--- config.mk ---
export PLATFORM = sky130hd
export DESIGN_NAME = ov7670_capture
export DESIGN_NICKNAME = d
export VERILOG_FILES = /design/src/rtl/ov7670_pkg.sv /design/src/rtl/ov7670_in_sync.sv /design/src/rtl/ov7670_capture.sv
export SDC_FILE = /design/constraint.sdc
export NUM_CORES = 1
export LEC_CHECK = 0
export ABC_AREA = 1
export CAP_MARGIN = 30
export CORE_ASPECT_RATIO = 0.7
export CORE_MARGIN = 2
export CORE_UTILIZATION = 49
export CTS_BUF_LIST = sky130_fd_sc_hd__clkbuf_4 sky130_fd_sc_hd__clkbuf_8 sky130_fd_sc_hd__clkbuf_16
export DETAILED_ROUTE_END_ITERATION = 7
export PLACE_DENSITY = 0.76
export SYNTH_ARGS = -nofsm -noshare
export SYNTH_HDL_FRONTEND = slang
export SYNTH_SLANG_ARGS = --single-unit
--- constraint.sdc ---
create_clock -name cam_clk -period 2.4 [get_ports cam_clk]
set_input_delay 0.6 -clock cam_clk [delete_from_list [all_inputs] [get_ports cam_clk]]
set_output_delay 0.6 -clock cam_clk [all_outputs]
set_load 0.05 [all_outputs]
--- src/rtl/ov7670_pkg.sv ---
// Shared definitions for the OV7670 capture path.
//   - Default frame geometry (VGA) and fixed coordinate widths.
//   - Capture FSM state encoding.
//   - RGB565 field positions and the byte-pair packing helper.
package ov7670_pkg;

  localparam int H_ACTIVE_DEF = 640;
  localparam int V_ACTIVE_DEF = 480;

  localparam int X_W = 10;
  localparam int Y_W = 9;

  localparam int RGB_R_MSB = 15;
  localparam int RGB_R_LSB = 11;
  localparam int RGB_G_MSB = 10;
  localparam int RGB_G_LSB = 5;
  localparam int RGB_B_MSB = 4;
  localparam int RGB_B_LSB = 0;

  typedef enum logic [1:0] {
    IDLE    = 2'd0,
    WAIT_VS = 2'd1,
    ACTIVE  = 2'd2,
    DONE    = 2'd3
  } cap_state_t;

  // The camera sends R5G3 first, then G3B5; the first byte is the high half.
  function automatic logic [15:0] pack_rgb565(input logic [7:0] hi, input logic [7:0] lo);
    logic [15:0] w;
    w = {hi, lo};
    return {w[RGB_R_MSB:RGB_R_LSB], w[RGB_G_MSB:RGB_G_LSB], w[RGB_B_MSB:RGB_B_LSB]};
  endfunction

endpackage

--- src/rtl/ov7670_in_sync.sv ---
// Synchronizer for the OV7670 parallel bus into the capture clock domain.
//   clk, rst_n                 : capture clock, active-low async reset
//   cam_pclk/vsync/href/data   : raw camera pins (asynchronous)
//   vsync_sync, href_sync      : synchronized levels, aligned with the strobes
//   data_sync                  : byte bus delayed by the same depth as the controls
//   pclk_rise, vsync_rise,
//   vsync_fall, href_fall      : registered one-cycle edge strobes
// A pin edge shows up as a strobe SYNC_STAGES+1 cycles later.
module ov7670_in_sync
  import ov7670_pkg::*;
#(
  parameter int SYNC_STAGES = 2
) (
  input  logic       clk,
  input  logic       rst_n,
  input  logic       cam_pclk,
  input  logic       cam_vsync,
  input  logic       cam_href,
  input  logic [7:0] cam_data,
  output logic       vsync_sync,
  output logic       href_sync,
  output logic [7:0] data_sync,
  output logic       pclk_rise,
  output logic       vsync_rise,
  output logic       vsync_fall,
  output logic       href_fall
);

  localparam int L = SYNC_STAGES - 1;

  logic [SYNC_STAGES-1:0] pclk_p, vsync_p, href_p;
  logic                   pclk_q, vsync_q, href_q;
  logic [7:0]             data_p [SYNC_STAGES+1];

  always_ff @(posedge clk or negedge rst_n) begin
    if (!rst_n) begin
      pclk_p     <= '0;
      vsync_p    <= '0;
      href_p     <= '0;
      pclk_q     <= 1'b0;
      vsync_q    <= 1'b0;
      href_q     <= 1'b0;
      pclk_rise  <= 1'b0;
      vsync_rise <= 1'b0;
      vsync_fall <= 1'b0;
      href_fall  <= 1'b0;
    end else begin
      pclk_p     <= {pclk_p[SYNC_STAGES-2:0], cam_pclk};
      vsync_p    <= {vsync_p[SYNC_STAGES-2:0], cam_vsync};
      href_p     <= {href_p[SYNC_STAGES-2:0], cam_href};
      // Edge stage: strobes and the *_q levels update together so they stay aligned.
      pclk_q     <= pclk_p[L];
      vsync_q    <= vsync_p[L];
      href_q     <= href_p[L];
      pclk_rise  <= pclk_p[L] & ~pclk_q;
      vsync_rise <= vsync_p[L] & ~vsync_q;
      vsync_fall <= ~vsync_p[L] & vsync_q;
      href_fall  <= ~href_p[L] & href_q;
    end
  end

  // Data is stable around the PCLK rising edge, so a plain delay line that
  // matches the control path (including the edge stage) keeps it aligned.
  always_ff @(posedge clk) begin
    data_p[0] <= cam_data;
    for (int i = 1; i <= SYNC_STAGES; i++) data_p[i] <= data_p[i-1];
  end

  assign vsync_sync = vsync_q;
  assign href_sync  = href_q;
  assign data_sync  = data_p[SYNC_STAGES];

endmodule

--- src/rtl/ov7670_capture.sv ---
// OV7670 pixel receiver: oversamples the camera bus in cam_clk, pairs bytes
// into RGB565 pixels with x/y coordinates, and reports framing and errors.
//   cam_clk, resetn            : sole clock, active-low async reset (sync release)
//   capture_en                 : level-sensitive arm
//   cam_pclk/vsync/href/data   : camera parallel bus (PCLK <= cam_clk/4)
//   pix_valid/data/x/y         : pixel strobe, RGB565 word, coordinates
//   frame_start, frame_done    : framing strobes
//   line_err, frame_err        : sticky errors, cleared at frame_start
module ov7670_capture
  import ov7670_pkg::*;
#(
  parameter int H_ACTIVE    = H_ACTIVE_DEF,
  parameter int V_ACTIVE    = V_ACTIVE_DEF,
  parameter int SYNC_STAGES = 2
) (
  input  logic           cam_clk,
  input  logic           resetn,
  input  logic           capture_en,
  input  logic           cam_pclk,
  input  logic           cam_vsync,
  input  logic           cam_href,
  input  logic [7:0]     cam_data,
  output logic           pix_valid,
  output logic [15:0]    pix_data,
  output logic [X_W-1:0] pix_x,
  output logic [Y_W-1:0] pix_y,
  output logic           frame_start,
  output logic           frame_done,
  output logic           line_err,
  output logic           frame_err
);

  localparam logic [X_W-1:0] H_MAX = X_W'(H_ACTIVE);
  localparam logic [Y_W-1:0] V_MAX = Y_W'(V_ACTIVE);

  function automatic logic [Y_W-1:0] sat_inc_y(input logic [Y_W-1:0] v);
    return (v >= V_MAX) ? v : v + 1'b1;
  endfunction

  // Reset assertion is immediate; release is retimed to cam_clk.
  logic [1:0] rst_chain;
  logic       rst_n;

  always_ff @(posedge cam_clk or negedge resetn) begin
    if (!resetn) rst_chain <= 2'b00;
    else         rst_chain <= {rst_chain[0], 1'b1};
  end

  assign rst_n = rst_chain[1];

  logic       vsync_s, href_s, pclk_rise, vsync_rise, vsync_fall, href_fall;
  logic [7:0] data_s;

  ov7670_in_sync #(.SYNC_STAGES(SYNC_STAGES)) u_sync (
    .clk        (cam_clk),
    .rst_n      (rst_n),
    .cam_pclk   (cam_pclk),
    .cam_vsync  (cam_vsync),
    .cam_href   (cam_href),
    .cam_data   (cam_data),
    .vsync_sync (vsync_s),
    .href_sync  (href_s),
    .data_sync  (data_s),
    .pclk_rise  (pclk_rise),
    .vsync_rise (vsync_rise),
    .vsync_fall (vsync_fall),
    .href_fall  (href_fall)
  );

  cap_state_t     state, state_nxt;
  logic [X_W-1:0] x;
  logic [Y_W-1:0] y, y_closed, y_end;
  logic           phase;
  logic [7:0]     hi_byte;
  logic           start_evt, done_evt, line_close, byte_evt, in_window;

  always_ff @(posedge cam_clk or negedge rst_n) begin
    if (!rst_n) state <= IDLE;
    else        state <= state_nxt;
  end

  always_comb begin
    state_nxt = state;
    unique case (state)
      IDLE:    if (capture_en && vsync_s) state_nxt = WAIT_VS;
      WAIT_VS: if (!capture_en)           state_nxt = IDLE;
               else if (vsync_fall)       state_nxt = ACTIVE;
      ACTIVE:  if (vsync_rise)            state_nxt = DONE;
      DONE:    state_nxt = capture_en ? WAIT_VS : IDLE;
      default: state_nxt = IDLE;
    endcase
  end

  always_comb begin
    start_evt  = (state == WAIT_VS) && capture_en && vsync_fall;
    done_evt   = (state == ACTIVE) && vsync_rise;
    // A line still open when VSYNC rises is closed exactly like an HREF fall.
    line_close = (state == ACTIVE) && (href_fall || (vsync_rise && href_s));
    // Bytes coinciding with the end of frame are ignored so frame_done never
    // lands on a pixel strobe.
    byte_evt   = (state == ACTIVE) && pclk_rise && href_s && !vsync_rise;
    in_window  = (x < H_MAX) && (y < V_MAX);
    y_closed   = sat_inc_y(y);
    y_end      = line_close ? y_closed : y;
  end

  // Byte-pairing / counter stage
  always_ff @(posedge cam_clk or negedge rst_n) begin
    if (!rst_n) begin
      pix_valid   <= 1'b0;
      pix_data    <= '0;
      pix_x       <= '0;
      pix_y       <= '0;
      frame_start <= 1'b0;
      frame_done  <= 1'b0;
      line_err    <= 1'b0;
      frame_err   <= 1'b0;
      x           <= '0;
      y           <= '0;
      phase       <= 1'b0;
    end else begin
      pix_valid   <= 1'b0;
      frame_start <= start_evt;
      frame_done  <= done_evt;
      if (start_evt) begin
        x         <= '0;
        y         <= '0;
        phase     <= 1'b0;
        line_err  <= 1'b0;
        frame_err <= 1'b0;
      end else if (state == ACTIVE) begin
        if (line_close) begin
          if (phase || (x != H_MAX)) line_err <= 1'b1;
          x     <= '0;
          phase <= 1'b0;
          y     <= y_closed;
        end else if (byte_evt) begin
          phase <= ~phase;
          if (x >= H_MAX) line_err  <= 1'b1;
          if (y >= V_MAX) frame_err <= 1'b1;
          if (phase && in_window) begin
            pix_valid <= 1'b1;
            pix_data  <= pack_rgb565(hi_byte, data_s);
            pix_x     <= x;
            pix_y     <= y;
            x         <= x + 1'b1;
          end
        end
        if (vsync_rise && (y_end != V_MAX)) frame_err <= 1'b1;
      end
    end
  end

  always_ff @(posedge cam_clk) begin
    if (byte_evt && !phase) hi_byte <= data_s;
  end

endmodule

# Word-level counts from Yosys, hierarchy flattened
# Memories as Yosys holds them, arrays and structs flattened.
# Index checks and enable logic that the tools add are counted.
# word_totals
latch_bits	0
ramBits	24
mem_bits_ro	0
word_cells	118
register_bits	85
n_memories	1
output_inout_bits	40
# op_classes
shift	0
eq_ne	10
n_reduce_logical	30
n_bitwise	11
add_sub_neg	2
mul	0
muxes	36
n_div	0
n_lt_le_gt_ge	4
# memory_table
name	words	width	read_ports	rd_clocked_by_memory_dff	write_ports	line_no	text
u_sync.data_p	3	8	3	0	3	ov7670_in_sync.sv:33	logic [7:0] data_p [SYNC_STAGES+1];
# op_table
operator	count
$mux 10	5
$mux 9	4
$mux 1	22
$reduce_bool 3->1	5
$logic_and 1x1->1	13
$add 10x1->10 const B	1
$ge 10x10->1 const B	1
$lt 10x10->1 const B	1
$ne 10x10->1 const B	1
$add 9x1->9 const B	1
$ge 9x9->1 const B	1
$lt 9x9->1 const B	1
$ne 3x2->1 const B	3
$ne 9x9->1 const B	1
$mux 2	4
$pmux 2 s4	1
$reduce_and 4->1	2
$not 1->1	7
$reduce_and 3->1	2
$reduce_and 5->1	1
$and 1x1->1	4
$eq 2x2->1 const B	2
$eq 2x1->1 const B	1
$logic_not 1->1	2
6 further kinds	7

# Longest topological paths before layout
# depth
ltp_word	9
depth_mapped	15

# Cells and area by module
# Synthesis repeated with hierarchy kept, for this count alone.
# unflattened
hier_cells	401
area_unflattened_um2	4005.1
# by_module_without_submodules
mod	cells_each	area_per_inst_um2	seq_area_each_um2	instances
ov7670_capture	348	3109.2	1841.8	1
ov7670_in_sync	53	895.9	805.8	1

# Least setup slack after synthesis
# Ideal clock, no wire load.
# synth_timing
path_kind	input to register
start	input capture_en
end	register x[5]
required_ns	2.277
stages	10
setup_time_ns	0.123
setup_slack_ns	0.816
arrival_ns	1.461
path_cell_list	nand2_1 nor2_1 nand2_1 nand2_2 inv_2 nand2_2 buf_6 nand4_1 o21ai_1 a21oi_1
# synth_between
elab_chain_len	4
# synth_lines
item	line_no	text
start: declaration	ov7670_capture.sv:18	input logic capture_en,
$logic_and 1x1->1 * (2 in a row)	ov7670_capture.sv:95	start_evt = (state == WAIT_VS) && capture_en && vsync_fall;
$reduce_bool 3->1 (no source line) / $reduce_bool 2->1 (equally long branches)	-	
$reduce_and 3->1 (no source line)	-	
end signal: assignment	ov7670_capture.sv:146	x <= x + 1'b1;
end: declaration	ov7670_capture.sv:71	logic [X_W-1:0] x;
# Every way passes the cells marked *; elsewhere a longest branch is shown, timed or not.
# A chain may end at the register's enable or synchronous reset.

# Final worst setup path
# layout_timing
start	register pix_data[11]
end	output pix_data[11]
# layout_rtl
item	line_no	text
start: declaration	ov7670_capture.sv:24	output logic [15:0] pix_data,
start signal: assignment	ov7670_capture.sv:143	pix_data <= pack_rgb565(hi_byte, data_s);
# No word-level cell between the ends.

==> results.yml <==
critical_path:
  critPathTopFamily: "buffers and inverters"
  cp_max_fo: 2
  critPathSlowestCell: "clkdlybuf4s50_1"
  endpoint_kind: "primary output"
  required_ns: 1.80
  critPathLaunchType: "flop"
  cpPeakStageDelay_ns: 0.84
  critical_path_arrival_ns: 1.55
  crit_type: "reg2out"
  crit_chain: "clkdlybuf4s50_1"
  crit_buf_inv: 1
global_routing:
  grt-ovfl-total: 0
  grt_pass1_wl_mm: 12.85
  antenna_found_initial: 0
  grt_max_degree: 55
  grt_pass1_vias: 2731
  grt_usage: 0.1871
synth:
  ys_ff_latch: 109
  synth_area_sq_mm: 0.003984
  syn_area_per_cell_sq_um: 10.01
  synth_warnings: 0
  synth.yosys.seq_area_share: 0.6646
  syn_nets: 416
  synthCells: 398
  netlist-cell-type-count: 33
drt:
  route.detailed.drc: 0
  viasPerCell: 4.933
  drt_iter0_drc: 152
  wl_per_cell_um: 13.25
  dr.pass1.iters: 5
  via_count: 2792
  wirelength_mm: 7.502
  postRouteAntennaNets: 0
sta:
  slew_headroom: 0.6465
  hold_viol: 0
  setup_tns_ns: 0
  max_freq_mhz: 464.5
  fin_crit_sh: 0.8971
  rsz0062_at_grt: "no"
  finClkSkew_ns: 0.009482
  setup_viol: 0
  slew_viol_final: 0
  tightestPinTransition_ns: 0.5286
  finalCriticalPeriod_ns: 2.153
outcome:
  status: "finished, final reports clean"
worst_hold_path:
  hp-class: "reg2async"
floorplanning:
  die_area_sq_mm: 0.008879
  fp-row-count: 27
  start_util: 0.5061
  die_w_um: 111.8
  die_h_um: 79.44
  core_sq_mm: 0.007871
  boundaryPins: 54
power:
  leakagePower_nw: 2.287
  irDropWorstVdd_uv: 676.0
  p_per_area_mw_per_mm2: 842.0
  power_mw: 4.177
placement:
  dp_hpwl_mm: 5.251
  gp_congestion: 0.8764
  port_buffers: 53
clock_tree:
  clk_pin_slew_ns: 0.07
  clkSinkCount: 109
  clockRootBuffer: "clkbuf_16"
  cts_made_buffers: 9
  htree_levels: 3
  cts_buffer_depth: 2
  cts-hold-fix-buffers: 0
  cts_tree: "built"
  post_cts_buffers: 0
  cts_resized: 0
  clock_latency_ns: 0.35
final_layout:
  antenna_cells: 0
  ff_latch_area_sq_mm: 0.002649
  multi_input_area_sq_mm: 0.001129
  nNetsFinal: 478
  fillers: 641
  drive_above_1_share: 0.09247
  area_growth_pct: 24.53
  postLayoutCoreUtil: 0.6303
run:
  cap_violations: 0
## where the power goes
| group | internal [mW] | switching [mW] | leakage [nW] | total, mW |
|---|---|---|---|---|
| sequential | 2.00 | 0.125 | 1.31 | 2.12 |
| combinational | 0.215 | 0.420 | 0.833 | 0.634 |
| clock | 0.770 | 0.650 | 0.145 | 1.42 |
## cell type report
cell class | count | share of cell area
repair buffers | 60 | 0.1226
well taps | 101 | 0.02547
multi-input cells | 238 | 0.2275
inverters | 42 | 0.03178
clock inverters | 5 | 0.007818
clock buffers | 11 | 0.05095
flip-flops and latches | 109 | 0.5339
## Yosys cell counts
cell type  instances  area share
nor2_8             2       0.010
o21ai_1           21       0.026
nor4_1             2      0.0031
o22ai_1            1      0.0016
nand2_1          127        0.12
conb_1             1     0.00094
nand4_1            6      0.0094
buf_6              1      0.0028
o32ai_1            1      0.0022
nor2_2             2      0.0031
a21oi_1           12       0.015
a211oi_1           1      0.0019
dfxtp_1           24        0.12
inv_1             37       0.035
nand2_2            4      0.0063
ha_1               4       0.013
nand3_2            3      0.0075
a31oi_1            2      0.0031
o211ai_1           1      0.0019
nor2_1            23       0.022
inv_2              5      0.0047
clkbuf_1           1     0.00094
edfxtp_1           8       0.060
or2_2              1      0.0016
a21oi_2            1      0.0022
nor3_1             6      0.0075
buf_2              7      0.0088
nand3_1            8       0.010
o21ai_0            6      0.0075
xor2_1             1      0.0022
dfrtp_1           77        0.48
nor2_4             1      0.0028
nand2_4            1      0.0028
## per-layer routing
| metal | global-route usage | vias up | wire length (um) |
|---|---|---|---|
| li1 | - | 1382 | - |
| met1 | 0.2508 | 1312 | 3578 |
| met2 | 0.2885 | 91 | 3246 |
| met3 | 0.07593 | 7 | 610 |
| met4 | 0.04444 | 0 | 65 |
| met5 | 0 | - | 0 |
## worst paths after layout
check	start	to	slack, ns	depth (start not counted)
setup / recovery	pix_data[11]	pix_data[11]	0.25	1
hold / removal	rst_chain[1]	u_sync.pclk_q	0.25	0
setup reg to reg	x[7]	x[2]	0.51	9
hold reg to reg	rst_chain[1]	u_sync.pclk_q	0.25	0
max in group asynchronous	rst_chain[1]	pix_data[0]	1.47	1
min in group cam_clk	u_sync.data_p[0][1]	u_sync.data_p[0][9]	0.32	0
## flip-flops by register name, summed over array words and instances (netlist names), 2 cells and up, named ones only
signal          cells
pix_y               9
hi_byte             8
u_sync.data_p      24
u_sync.vsync_p      2
y                   9
pix_x              10
x                  10
pix_data           16
u_sync.pclk_p       2
rst_chain           2
u_sync.href_p       2
## kinds of logic after synthesis
group / synth area share
compound gates: 0.06188
xor+xnor: 0.002199
fa+ha+maj: 0.01256
buf+inv: 0.05213
flops: 0.6646
other cells: 0.0009413
simple gates: 0.2057
## cell usage in the layout (no fill, tap or decap), drive strengths merged, types with 2 or more instances in the layout
cell           netlist  layout
buf                  8       7
o21ai               27      27
a31oi                2       2
ha                   4       4
inv                 42      45
nand3               11      11
a21oi               13      13
nand4                6       6
nor4                 2       2
edfxtp               8       8
dfrtp               77      77
nor2                28      28
nand2              132     132
dfxtp               24      24
clkdlybuf4s50        0      53
nor3                 6       6
clkinv               0       2
clkbuf               1      11
## through the flow
step	worst slack, ns	hold slack (ns)	instance area, sq um	instances
2_1_floorplan	0.09678	0.3044	3984	398
3_3_place_gp	0.1153	0.2541	4669	550
3_5_place_dp	0.07766	0.2639	4669	550
4_1_cts	0.2187	0.2663	4961	566
5_1_grt	0.1745	0.2895	4961	566
6_report	0.2470	0.2485	4961	566
Note: power is estimated with default switching activity, not from simulation.
